`src/rtl/hilo_muldiv.sv`:
```
// hilo_muldiv: iterative MULT/MULTU/DIV/DIVU unit owning the HI/LO pair.
module hilo_muldiv #(
   parameter int WIDTH = 32,
   parameter int CNT_W = $clog2(WIDTH)
) (
   input  logic             clk,
   input  logic             resetn,
   input  logic             start,
   input  logic [1:0]       op,
   input  logic             is_signed,
   input  logic             mt_hi,
   input  logic             mt_lo,
   input  logic [WIDTH-1:0] src_a,
   input  logic [WIDTH-1:0] src_b,
   input  logic             flush,
   output logic [WIDTH-1:0] hi_out,
   output logic [WIDTH-1:0] lo_out,
   output logic             busy,
   output logic             stall,
   output logic             done,
   output logic             div_by_zero
);
   typedef enum logic [1:0] {IDLE, RUN, FIX} state_t;
   state_t state, state_nx;
   logic [CNT_W-1:0] cnt;
   logic [WIDTH-1:0] m, a_raw, a_mag, b_mag, q, r, hi_nx, lo_nx;
   logic [2*WIDTH-1:0] acc, acc_nx, prod;
   logic [WIDTH:0] mul_sum, rem_sh, diff;
   logic is_div, neg_q, neg_r, dz, a_neg, b_neg, muldiv_req, accept, mt_wr, fix_wr;
   always_ff @(posedge clk or negedge resetn)
      if (!resetn) state <= IDLE;
      else state <= state_nx;
   always_comb
      state_nx = flush ? IDLE :
                 state == IDLE ? (accept ? RUN : IDLE) :
                 state == RUN ? (cnt == CNT_W'(WIDTH-1) ? FIX : RUN) : IDLE;
   always_comb begin
      muldiv_req = start & (op == 2'b01 | op == 2'b10);
      busy = state != IDLE;
      stall = busy | (muldiv_req & ~flush);
      accept = state == IDLE & muldiv_req & ~flush;
      mt_wr = state == IDLE & start & op == 2'b11 & ~flush;
      fix_wr = state == FIX & ~flush;
   end
   always_comb begin
      a_neg = is_signed & src_a[WIDTH-1];
      b_neg = is_signed & src_b[WIDTH-1];
      a_mag = a_neg ? -src_a : src_a;
      b_mag = b_neg ? -src_b : src_b;
      // multiply adds m into the upper half; divide trial-subtracts m from the shifted remainder
      mul_sum = {1'b0, acc[2*WIDTH-1:WIDTH]} + (acc[0] ? {1'b0, m} : '0);
      rem_sh = acc[2*WIDTH-1:WIDTH-1];
      diff = rem_sh - {1'b0, m};
      acc_nx = !is_div ? {mul_sum, acc[WIDTH-1:1]} :
               diff[WIDTH] ? {rem_sh[WIDTH-1:0], acc[WIDTH-2:0], 1'b0} :
                             {diff[WIDTH-1:0], acc[WIDTH-2:0], 1'b1};
      q = acc[WIDTH-1:0];
      r = acc[2*WIDTH-1:WIDTH];
      prod = neg_q ? -acc : acc;
      hi_nx = !is_div ? prod[2*WIDTH-1:WIDTH] : dz ? a_raw : neg_r ? -r : r;
      lo_nx = !is_div ? prod[WIDTH-1:0] : dz ? '1 : neg_q ? -q : q;
   end
   always_ff @(posedge clk)
      if (accept) begin
         is_div <= op == 2'b10;
         neg_q <= a_neg ^ b_neg;
         neg_r <= a_neg;
         dz <= src_b == '0;
         a_raw <= src_a;
         m <= op == 2'b10 ? b_mag : a_mag;
         acc <= {{WIDTH{1'b0}}, op == 2'b10 ? a_mag : b_mag};
      end else if (state == RUN) acc <= acc_nx;
   always_ff @(posedge clk or negedge resetn)
      if (!resetn) begin
         cnt <= '0;
         hi_out <= '0;
         lo_out <= '0;
         done <= 1'b0;
         div_by_zero <= 1'b0;
      end else begin
         cnt <= accept ? '0 : state == RUN ? cnt + CNT_W'(1) : cnt;
         done <= fix_wr;
         div_by_zero <= fix_wr & is_div & dz;
         if (mt_wr & mt_hi) hi_out <= src_a;
         if (mt_wr & mt_lo) lo_out <= src_a;
         if (fix_wr) begin
            hi_out <= hi_nx;
            lo_out <= lo_nx;
         end
      end
endmodule

```
`config.mk`:
```
export PLATFORM = sky130hd
export DESIGN_NAME = hilo_muldiv
export DESIGN_NICKNAME = d
export VERILOG_FILES = /design/src/rtl/hilo_muldiv.sv
export SDC_FILE = /design/constraint.sdc
export NUM_CORES = 1
export LEC_CHECK = 0
export CELL_PAD_IN_SITES_DETAIL_PLACEMENT = 0
export CELL_PAD_IN_SITES_GLOBAL_PLACEMENT = 1
export CORE_MARGIN = 4
export CORE_UTILIZATION = 35
export DETAILED_ROUTE_END_ITERATION = 7
export PLACE_DENSITY_LB_ADDON = 0.1
export SLEW_MARGIN = 40
export SYNTH_ARGS = -nofsm -noshare
export SYNTH_HDL_FRONTEND = slang
export SYNTH_SLANG_ARGS = --single-unit
```
`constraint.sdc`:
```
create_clock -name clk -period 5.6 [get_ports clk]
set_clock_uncertainty 0.05 [all_clocks]
set_input_delay 1.4 -clock clk [delete_from_list [all_inputs] [get_ports clk]]
set_output_delay 1.4 -clock clk [all_outputs]
set_load 0.005 [all_outputs]
```
==> impl_metrics.py, run 1 <==
metrics = {
    "clocking": {
        "cts.reportedPaths.clkPinSlew_ns": 0.06,
        "cts_inserted_buffers": 25,
        "clock_latency_ns": 0.55,
        "numClockSinks": 205,
        "cts_resized": 0,
        "cts_root_buffer": "clkbuf_16",
        "ctsHtreeMaxLevel": 1,
        "ctsLongestPathBuffers": 3,
        "cts-hold-fix-buffers": 0,
        "post-cts-setup-buffers": 0,
        "tritoncts_clock_tree": "yes",
    },
    "synthesis": {
        "post_synth_inst_count": 1965,
        "synth.top_cell.area_share_pct": 18.0,
        "synth_enable_flop_cells": 100,
        "synth.yosys.warnings": 0,
        "syn-num-nets": 2112,
        "synth_top_cells_by_area": "edfxtp_1, dfrtp_1, mux2i_1",
        "synth_xor_area_share_pct": 9.38,
        "synth_ff_type": "edfxtp_1",
        "synthMostInstantiatedCell": "nand2_1",
        "largest_family_of_logic_cells_by_synthesized_area": "compound AO/OA/AOI/OAI gates",
        "post_synth_fa_ha_maj_area_fraction_pct": 5.63,
        "synth_compound_gate_area_share_pct": 23.0,
        "ys_async_rst_share_pct": 35.6,
        "synth_largest_area_cell": "edfxtp_1",
        "synth_mux_area_share_pct": 8.68,
        "ys_ff_latch": 205,
        "synth-simple-area-share_pct": 16.2,
        "synth.avg_cell_area_um2": 8.50,
        "netlist-cell-type-count": 79,
        "netlist_top_cells_count": "nand2_1, o21ai_0, a21oi_1, nor2_1, mux2i_1",
        "mappedNetlistArea_um2": 16700,
        "seq_area_frac_synth_pct": 32.7,
    },
    "grt": {
        "grt_start_max_net_pins": 62,
        "global_route.overflow_total": 0,
        "wire_length_of_the_first_global_routing_pass_um": 94000,
        "grt_util_all_layers_pct": 23.7,
        "antenna_found_initial": 0,
        "grt_pass1_vias": 14790,
    },
    "sta": {
        "timing.max_slew.rel_slack_pct": 45.6,
        "setup_total_negative_slack_ns": 0,
        "tightest_slew_ns": 0.804,
        "unrepaired_setup_endpoints_after_global_routing": "false",
        "achievable-frequency_ghz": 0.222,
        "fin_crit_sh_pct": 80.5,
        "timing.final.crit_period_ns": 4.51,
        "timing_max_transition_violations_final": 0,
        "finalSetupViolations": 0,
        "final-hold-violation-count": 0,
    },
    "place": {
        "numPlacedInstances": 2626,
        "buffer_ports.inserted": 140,
        "gp_congestion": 0.893,
        "dp_hpwl_um": 46500,
    },
    "power_and_ir_drop": {
        "static-leakage-power_nw": 7.89,
        "total_power_mw": 7.08,
        "vdd_ir_drop_max_mv": 0.203,
        "power_density_nw_per_um2": 361,
    },
    "setup_path": {
        "worstPathRequired_ns": 6.02,
        "crit_path_start_kind": "flip-flop",
        "arrival_ns": 4.92,
        "critical_path_class": "reg -> reg",
        "timing.reg2reg.setup_slack_ns": 1.09,
        "critical_path_peak_fanout": 19,
        "timing.reg2reg.worst_path_depth": 12,
        "critical_path.endpoint_type": "flip-flop",
    },
    "drt": {
        "ant_nets": 0,
        "vias": 15511,
        "detail_route.vias_per_cell": 5.81,
        "firstDrtPassIters": 5,
        "routedWlPerCell_um": 23.5,
        "detail_route.iter0.violations": 1340,
        "wl_um": 62900,
        "drc": 0,
    },
    "floorplanning": {
        "dieWidth_um": 226,
        "die_y_um": 226,
        "dieArea_um2": 51300,
        "core.rowCount": 79,
        "pin_count": 141,
        "fp.coreArea_um2": 46900,
        "initial_core_utilization_pct": 35.7,
    },
    "final_layout": {
        "final-instance-count-excl-fill": 2672,
        "final_nets": 2194,
        "area.growth.synth_to_final_pct": 17.4,
        "drive_above_1_share_pct": 6.78,
        "antenna_cells_inserted": 0,
    },
    "hold_path": {
        "holdCritPathClass": "reg -> reg",
        "worst_hold_path.num_cells": 1,
    },
    "status": {
        "run_status": "completed",
    },
    "flow_run": {
        "max-cap-violations": 0,
    },
}
per-layer routing:
| metal | share of wire (%) | track usage, % | vias to the layer above |
|---|---|---|---|
| met5 | 0 | 0 | - |
| met4 | 2.6 | 6.46 | 0 |
| met3 | 5.5 | 3.44 | 77 |
| met2 | 45 | 36.9 | 471 |
| met1 | 47 | 34.4 | 7572 |
| li1 | - | - | 7391 |
power breakdown:
part | total (mW) | internal [mW] | switching (mW) | leakage (nW)
combinational | 3.00 | 1.35 | 1.65 | 5.35
clock | 1.82 | 1.11 | 0.708 | 0.435
sequential | 2.26 | 1.84 | 0.418 | 2.11
registers in the layout (all words and copies together), names as in the netlist:
signal       count
m               32
state            2
cnt              5
lo_out          32
div_by_zero      1
hi_out          32
a_raw           32
dz               1
done             1
acc             64
neg_q            1
is_div           1
neg_r            1
final cells by class:
cell class              count  area, um^2
clock buffers              38         756
clock inverters             7         138
multi-input cells        1571       10500
repair buffers            181        1720
fillers                  4788       27200
well taps                 607         759
flip-flops and latches    205        5470
inverters                  63         238
through the flow:
stage / worst slack [ns] / hold WS [ns] / utilization [%] / instance area, um^2
2_1_floorplan: 0.403 / 0.414 / - / 16700
3_3_place_gp: 0.820 / 0.435 / 39.9 / 18700
3_5_place_dp: 0.776 / 0.460 / 39.9 / 18700
4_1_cts: 1.15 / 0.466 / 41.8 / 19600
5_1_grt: 0.858 / 0.478 / 41.9 / 19600
6_report: 1.09 / 0.463 / 41.9 / 19600
worst max-delay path: stages, from the launching register on:
cell and delay [ns]:
edfxtp_1 0.46, inv_1 0.49, buf_4 0.35, nor2_1 0.08
ha_1 0.34, and2_1 0.20, nand4_1 0.20, a2111oi_1 0.70
nor2_1 0.23, o31ai_1 0.42, a21oi_1 0.14, or4b_2 0.65
o211ai_1 0.10
layout by cell type (no fill, tap or decap), drive strengths merged, types with 38 or more instances in the layout:
| master | synthesis | layout |
|---|---|---|
| nand2 | 209 | 209 |
| ha | 72 | 72 |
| clkbuf | 104 | 39 |
| clkdlybuf4s50 | 0 | 139 |
| dfrtp | 73 | 73 |
| o21ai | 182 | 182 |
| nand3 | 38 | 38 |
| inv | 61 | 60 |
| a21oi | 163 | 163 |
| edfxtp | 100 | 100 |
| xor2 | 88 | 88 |
| buf | 22 | 41 |
| nor2 | 150 | 150 |
| xnor2 | 91 | 91 |
| mux2i | 128 | 128 |
kinds of logic after synthesis:
logic type / count (synthesis)
xor gates and xnor gates: 179
and+or+nand+nor: 568
buffers and inverters: 189
muxes: 143
AOI/OAI and AO/OA: 607
DFF: 205
adders and majority gates: 74
path summary, 6_finish.rpt:
path | startpoint | to
max | acc[0]$_DFFE_PP_ | acc[63]$_SDFFE_PP0N_
min | cnt[2]$_DFFE_PN0P_ | cnt[2]$_DFFE_PN0P_
max reg2reg | acc[0]$_DFFE_PP_ | acc[63]$_SDFFE_PP0N_
min reg2reg | cnt[2]$_DFFE_PN0P_ | cnt[2]$_DFFE_PN0P_
max in group asynchronous | resetn | lo_out[6]$_DFFE_PN0P_
min in group asynchronous | resetn | hi_out[29]$_DFFE_PN0P_
No activity file was read; power rests on OpenSTA's default activity.
==> run 2: changes to the inputs <==
Clock period 5.6 ns to 3.8 ns, I/O delays scaled along.
==> run 2 against run 1 <==
Net effect: critical path type is now in -> reg; count of clock-buffer cells in the layout decreased by 10; highest routed layer unchanged; clock power grew 37%; utilization increased by 3.5 points; setup slack lost 0.94 ns; critical path depth fell by 1; global-route usage up 1.1 points; combinational power rose by 79%; total power grew 55%; sequential power grew 37%.
==> impl_metrics.py, run 2 (synthesis gave the netlist of run 1 again) <==
metrics = {
    "setup_path": {
        "worst_path_buffer_plus_inverter_count": 2,
        "timing.reg2reg.worst_path_depth": 14,
        "critical_path_class": "in -> reg",
        "crit_slowest_cell": "or4_1",
        "cpMostUsedCell": "nand3_1",
        "arrival_ns": 3.90,
        "cp_cell_sequence": "clkdlybuf4s50_1 > or3_1 > or4_1 > nor4_1 > buf_4 > nand3_1 > o41ai_1 > xor2_1 > nand2_1 > nand3_1 > o21ai_0",
        "critPathTopFamily": "simple AND/OR/NAND/NOR gates",
        "critical_path.reg2reg.startpoint": "acc[0]$_DFFE_PP_",
        "crit_path_start_kind": "input pin",
        "timing.rr.end": "acc[59]$_SDFFE_PP0N_",
        "critical_path_peak_fanout": 2,
        "worstPathRequired_ns": 4.05,
        "timing.reg2reg.setup_slack_ns": 0.18,
        "critical-path-max-stage-delay_ns": 0.49,
        "critical_path.endpoint_type": "flip-flop",
    },
    "final_layout": {
        "filler_cell_count": 4699,
        "antenna_cells_inserted": 0,
        "layout.cells.most_common": "buf_4",
        "registers.top_by_ff_count": "acc",
        "post-route-util_pct": 45.4,
        "layout_common_cells": "buf_4, nand2_1, o21ai_0",
        "largest_reg_flops": 64,
        "area.growth.synth_to_final_pct": 27.2,
        "final_nets": 2400,
        "drive_above_1_share_pct": 15.7,
        "final-instance-count-excl-fill": 2878,
        "final_cell_area_um2": 21300,
    },
    "power_and_ir_drop": {
        "vdd_ir_drop_max_mv": 0.340,
        "static-leakage-power_nw": 8.91,
        "power.share.combinational_pct": 49.0,
        "power_density_nw_per_um2": 515,
        "seq_power_share_pct": 28.2,
        "internal_power_consumption_mw": 6.66,
        "total_switching_power_mw": 4.30,
        "share_clk_of_total_power_pct": 22.9,
        "switching_share_pct": 39.2,
        "total_power_mw": 11.0,
    },
    "drt": {
        "routedWlPerCell_um": 22.7,
        "vias": 16330,
        "ant_nets": 0,
        "wl_um": 65300,
        "detail_route.iter0.violations": 1014,
        "firstDrtPassIters": 6,
        "drc": 0,
        "detail_route.vias_per_cell": 5.67,
    },
    "sta": {
        "setup_total_negative_slack_ns": 0,
        "timing_max_transition_violations_final": 0,
        "timing.max_slew.rel_slack_pct": 48.6,
        "timing.final.crit_period_ns": 3.65,
        "final-hold-violation-count": 0,
        "finalSetupViolations": 0,
        "achievable-frequency_ghz": 0.274,
        "fin_crit_sh_pct": 96.0,
        "tightest_slew_ns": 0.770,
        "unrepaired_setup_endpoints_after_global_routing": "false",
    },
    "clocking": {
        "numClockSinks": 205,
        "clock_latency_ns": 0.56,
        "cts_inserted_buffers": 25,
        "post-cts-setup-buffers": 0,
        "cts.reportedPaths.clkPinSlew_ns": 0.06,
        "tritoncts_clock_tree": "yes",
        "cts-hold-fix-buffers": 0,
        "cts_root_buffer": "clkbuf_16",
        "ctsHtreeMaxLevel": 1,
        "ctsLongestPathBuffers": 3,
    },
    "grt": {
        "grt_util_all_layers_pct": 24.8,
        "antenna_found_initial": 1,
        "global_route.overflow_total": 0,
        "wire_length_of_the_first_global_routing_pass_um": 98200,
        "grt_start_max_net_pins": 62,
        "grt_pass1_vias": 15896,
    },
    "floorplanning": {
        "pin_count": 141,
        "initial_core_utilization_pct": 35.7,
        "dieWidth_um": 226,
        "dieArea_um2": 51300,
        "core.rowCount": 79,
        "die_y_um": 226,
        "fp.coreArea_um2": 46900,
    },
    "hold_path": {
        "holdCritPathClass": "in -> async",
    },
    "flow_run": {
        "max-cap-violations": 0,
    },
    "status": {
        "run_status": "completed",
    },
    "place": {
        "placed_cell_area_um2": 20400,
        "buffer_ports.inserted": 140,
        "gp_congestion": 0.959,
        "dp_hpwl_um": 49700,
        "numPlacedInstances": 2833,
    },
}
## run 2: cell types whose count changed in the layout (fill, tap and decap cells not counted), sizes merged
cell	delta
bufinv	-1
clkbuf	-11
buf	+207
clkinvlp	+2
clkinv	+9
## run 2: cell type report
class | instances | area (um^2) | share of cell area (%)
inverter | 63 | 238 | 1.12
multi-input combinational | 1571 | 10600 | 49.7
clock buffer | 28 | 647 | 3.04
timing repair buffer | 387 | 3390 | 16.0
clock inverter | 17 | 176 | 0.830
sequential | 205 | 5470 | 25.7
tap | 607 | 759 | 3.57
## run 2: worst max-delay path by stage
stage / slack [ns] / from / end / depth (start not counted)
after floorplan: 0.02 / op[0] / a_raw[0]$_DFFE_PP_ / 8
after global placement: -0.40 / src_b[8] / acc[29]$_DFFE_PP_ / 10
after detailed placement: -0.40 / src_b[8] / acc[29]$_DFFE_PP_ / 10
after CTS: 0.05 / acc[31]$_DFFE_PP_ / acc[63]$_SDFFE_PP0N_ / 15
after global routing: 0.007 / src_b[8] / acc[29]$_DFFE_PP_ / 10
final: 0.15 / src_a[16] / acc[29]$_DFFE_PP_ / 11
## run 2: per-stage QoR
step | hold slack, ns | setup slack [ns]
6_report | 0.332 | 0.153
4_1_cts | 0.359 | 0.0469
2_1_floorplan | 0.414 | 0.0247
3_3_place_gp | 0.432 | -0.402
5_1_grt | 0.377 | 0.00663
3_5_place_dp | 0.458 | -0.402
## run 2: what timing repair did
action                                  4_1_cts  5_1_grt
pin swaps                                     0        3
endpoints found under the setup margin        1       25
gates resized for setup                       1       13
gates cloned                                  0        0
## run 2: worst register-to-register path, cell delays in order, from the launching register on
cell	delay, ns
edfxtp_1	0.41
and2_1	0.16
ha_1	0.26
fa_1	0.42
a211oi_1	0.35
o21bai_1	0.17
a211oi_2	0.22
buf_4	0.17
a2111oi_2	0.09
nor2_2	0.21
nor3_1	0.08
a2111oi_0	0.38
buf_4	0.18
xnor2_1	0.05
a221o_1	0.31
## run 2: power groups by stage
stage               sequential, mW  clock, mW  combinational [mW]
floorplan                     3.05          0                3.15
CTS                           3.08       2.53                5.33
finish                        3.09       2.50                5.36
detailed placement            3.12          0                5.28
global route                  3.13       2.63                5.89
global placement              3.12          0                5.28
## run 2: layer usage
layer  wire, um  GRT usage [%]  vias up
met3       3570           2.60       91
met5          0              0        -
met1      30500           36.1     7884
li1           -              -     7804
met4       1740           6.58        0
met2      29500           39.5      551
==> run 3: changes to the inputs <==
Settings changed: CELL_PAD_IN_SITES_DETAIL_PLACEMENT 0 to 1.
==> run 3 against run 2 <==
Net effect: sequential power hardly changed; sequential share of layout area is 0.21 points lower; global-route usage is 1.9 points higher; highest routed layer unchanged; critical path depth is 3 higher; clock power is 7% higher; utilization is 0.38 points higher; count of clock-buffer cells in the layout is 6 higher; register-to-register slack worse by 0.097 ns.
==> impl_metrics.py, run 3 (synthesis gave the netlist of run 1 again) <==
metrics = {
    "floorplanning": {
        "pin_count": 141,
        "core.rowCount": 79,
        "initial_core_utilization_pct": 35.7,
        "die_y_um": 226,
        "fp.coreArea_um2": 46900,
        "dieArea_um2": 51300,
        "dieWidth_um": 226,
    },
    "setup_path": {
        "worstPathRequired_ns": 4.20,
        "critical_path_class": "reg -> reg",
        "critical_path_peak_fanout": 3,
        "critical-path-max-stage-delay_ns": 0.46,
        "crit_path_start_kind": "flip-flop",
        "worst_path_buffer_plus_inverter_count": 2,
        "crit_slowest_cell": "a2111oi_0",
        "cp_cell_sequence": "and2_1 > ha_1 > fa_1 > a211oi_1 > o21bai_1 > a211oi_2 > buf_4 > a2111oi_2 > nor2_2 > nor3_1 > a2111oi_0 > buf_4 > xnor2_1 > a221o_1",
        "cpMostUsedCell": "buf_4",
        "timing.reg2reg.setup_slack_ns": 0.08,
        "critical_path.endpoint_type": "flip-flop",
        "critPathTopFamily": "compound AO/OA/AOI/OAI gates",
        "arrival_ns": 4.12,
    },
    "sta": {
        "finalSetupViolations": 0,
        "setup_total_negative_slack_ns": 0,
        "timing.final.crit_period_ns": 3.72,
        "fin_crit_sh_pct": 97.8,
        "tightest_slew_ns": 0.742,
        "unrepaired_setup_endpoints_after_global_routing": "false",
        "timing.max_slew.rel_slack_pct": 50.4,
        "timing_max_transition_violations_final": 0,
        "final-hold-violation-count": 0,
        "worst_hold_slack_ns": 0.298,
        "achievable-frequency_ghz": 0.269,
    },
    "hold_path": {
        "holdCritPathClass": "in -> async",
    },
    "drt": {
        "detail_route.vias_per_cell": 5.83,
        "wl_um": 69900,
        "detail_route.iter0.violations": 1011,
        "firstDrtPassIters": 5,
        "drc": 0,
        "vias": 16827,
        "ant_nets": 0,
        "routedWlPerCell_um": 24.2,
    },
    "power_and_ir_drop": {
        "static-leakage-power_nw": 8.98,
        "power_density_nw_per_um2": 531,
        "vdd_ir_drop_max_mv": 0.400,
    },
    "grt": {
        "global_route.overflow_total": 0,
        "grt_busiest_layer": "met2",
        "grt_start_max_net_pins": 62,
        "grtUsageMet3_pct": 2.32,
        "use_met2_pct": 44.4,
        "grt_util_all_layers_pct": 26.7,
        "antenna_found_initial": 0,
        "global_route.usage.met1_pct": 37.4,
        "wire_length_of_the_first_global_routing_pass_um": 106000,
        "grt_pass1_vias": 17507,
    },
    "clocking": {
        "clock_latency_ns": 0.56,
        "ctsLongestPathBuffers": 3,
        "ctsHtreeMaxLevel": 1,
        "cts_inserted_buffers": 26,
        "cts-hold-fix-buffers": 0,
        "tritoncts_clock_tree": "yes",
        "cts_root_buffer": "clkbuf_16",
        "cts.reportedPaths.clkPinSlew_ns": 0.06,
        "numClockSinks": 205,
    },
    "status": {
        "run_status": "completed",
    },
    "final_layout": {
        "post-route-util_pct": 45.8,
        "layout_common_cells": "buf_4, nand2_1, o21ai_0",
        "area.growth.synth_to_final_pct": 28.3,
        "final-instance-count-excl-fill": 2885,
        "final_nets": 2405,
        "drive_above_1_share_pct": 16.1,
        "largest_reg_flops": 64,
        "layout.cells.most_common": "buf_4",
        "final_cell_area_um2": 21400,
        "antenna_cells_inserted": 0,
        "registers.top_by_ff_count": "acc",
    },
    "place": {
        "placed_cell_area_um2": 20400,
        "dp_hpwl_um": 53100,
        "gp_congestion": 0.959,
        "numPlacedInstances": 2833,
        "buffer_ports.inserted": 140,
    },
    "flow_run": {
        "max-cap-violations": 0,
    },
}
-- run 3: stage by stage --
step           power (mW)  setup slack, ns
6_report             11.4           0.0830
5_1_grt              12.1          0.00120
4_1_cts              11.2           0.0305
3_5_place_dp         8.51           -0.419
3_3_place_gp         8.39           -0.402
2_1_floorplan        6.20           0.0247
-- run 3: path summary, 6_finish.rpt --
check | end | startpoint | cells past startpoint
setup / recovery | acc[59]$_SDFFE_PP0N_ | acc[0]$_DFFE_PP_ | 14
hold / removal | cnt[1]$_DFFE_PN0P_ | resetn | 1
min in group clk | cnt[2]$_DFFE_PN0P_ | cnt[2]$_DFFE_PN0P_ | 1
setup reg to reg | acc[59]$_SDFFE_PP0N_ | acc[0]$_DFFE_PP_ | 14
hold reg to reg | cnt[2]$_DFFE_PN0P_ | cnt[2]$_DFFE_PN0P_ | 1
max in group asynchronous | hi_out[4]$_DFFE_PN0P_ | resetn | 2
-- run 3: repair_timing --
| item | CTS | global route |
|---|---|---|
| gates cloned | 0 | 2 |
| setup buffers | 0 | 2 |
| endpoints found under the hold margin | 0 | 0 |
| resized for setup | 1 | 20 |
| pin swaps | 0 | 5 |
| endpoints found under the setup margin | 1 | 25 |
-- run 3: worst register-to-register path: stages (launching register included) --
cell and delay (ns):
edfxtp_1 0.41, and2_1 0.17, ha_1 0.27, fa_1 0.43, a211oi_1 0.34, o21bai_1 0.17, a211oi_2 0.21, buf_4 0.17
a2111oi_2 0.09, nor2_2 0.20, nor3_1 0.09, a2111oi_0 0.46, buf_4 0.19, xnor2_1 0.05, a221o_1 0.31
-- run 3: routing by layer --
metal / part of all wire, % / vias to the layer above
met5: 0 / -
met4: 2.8 / 0
met3: 5.3 / 105
met2: 47 / 437
met1: 45 / 8465
li1: - / 7820
-- run 3: cell type report --
cell class | instances | area (um^2)
Clock buffer | 34 | 712
Clock inverter | 14 | 176
Fill cell | 5478 | 25400
Inverter | 63 | 238
Multi-Input combinational cell | 1571 | 10600
Sequential cell | 205 | 5470
Tap cell | 607 | 759
Timing Repair Buffer | 391 | 3460
-- run 3: where the power goes --
part           internal, mW  switching, mW
clock                  1.59           1.09
combinational          2.62           3.00
sequential             2.71          0.381
total                  6.92           4.47
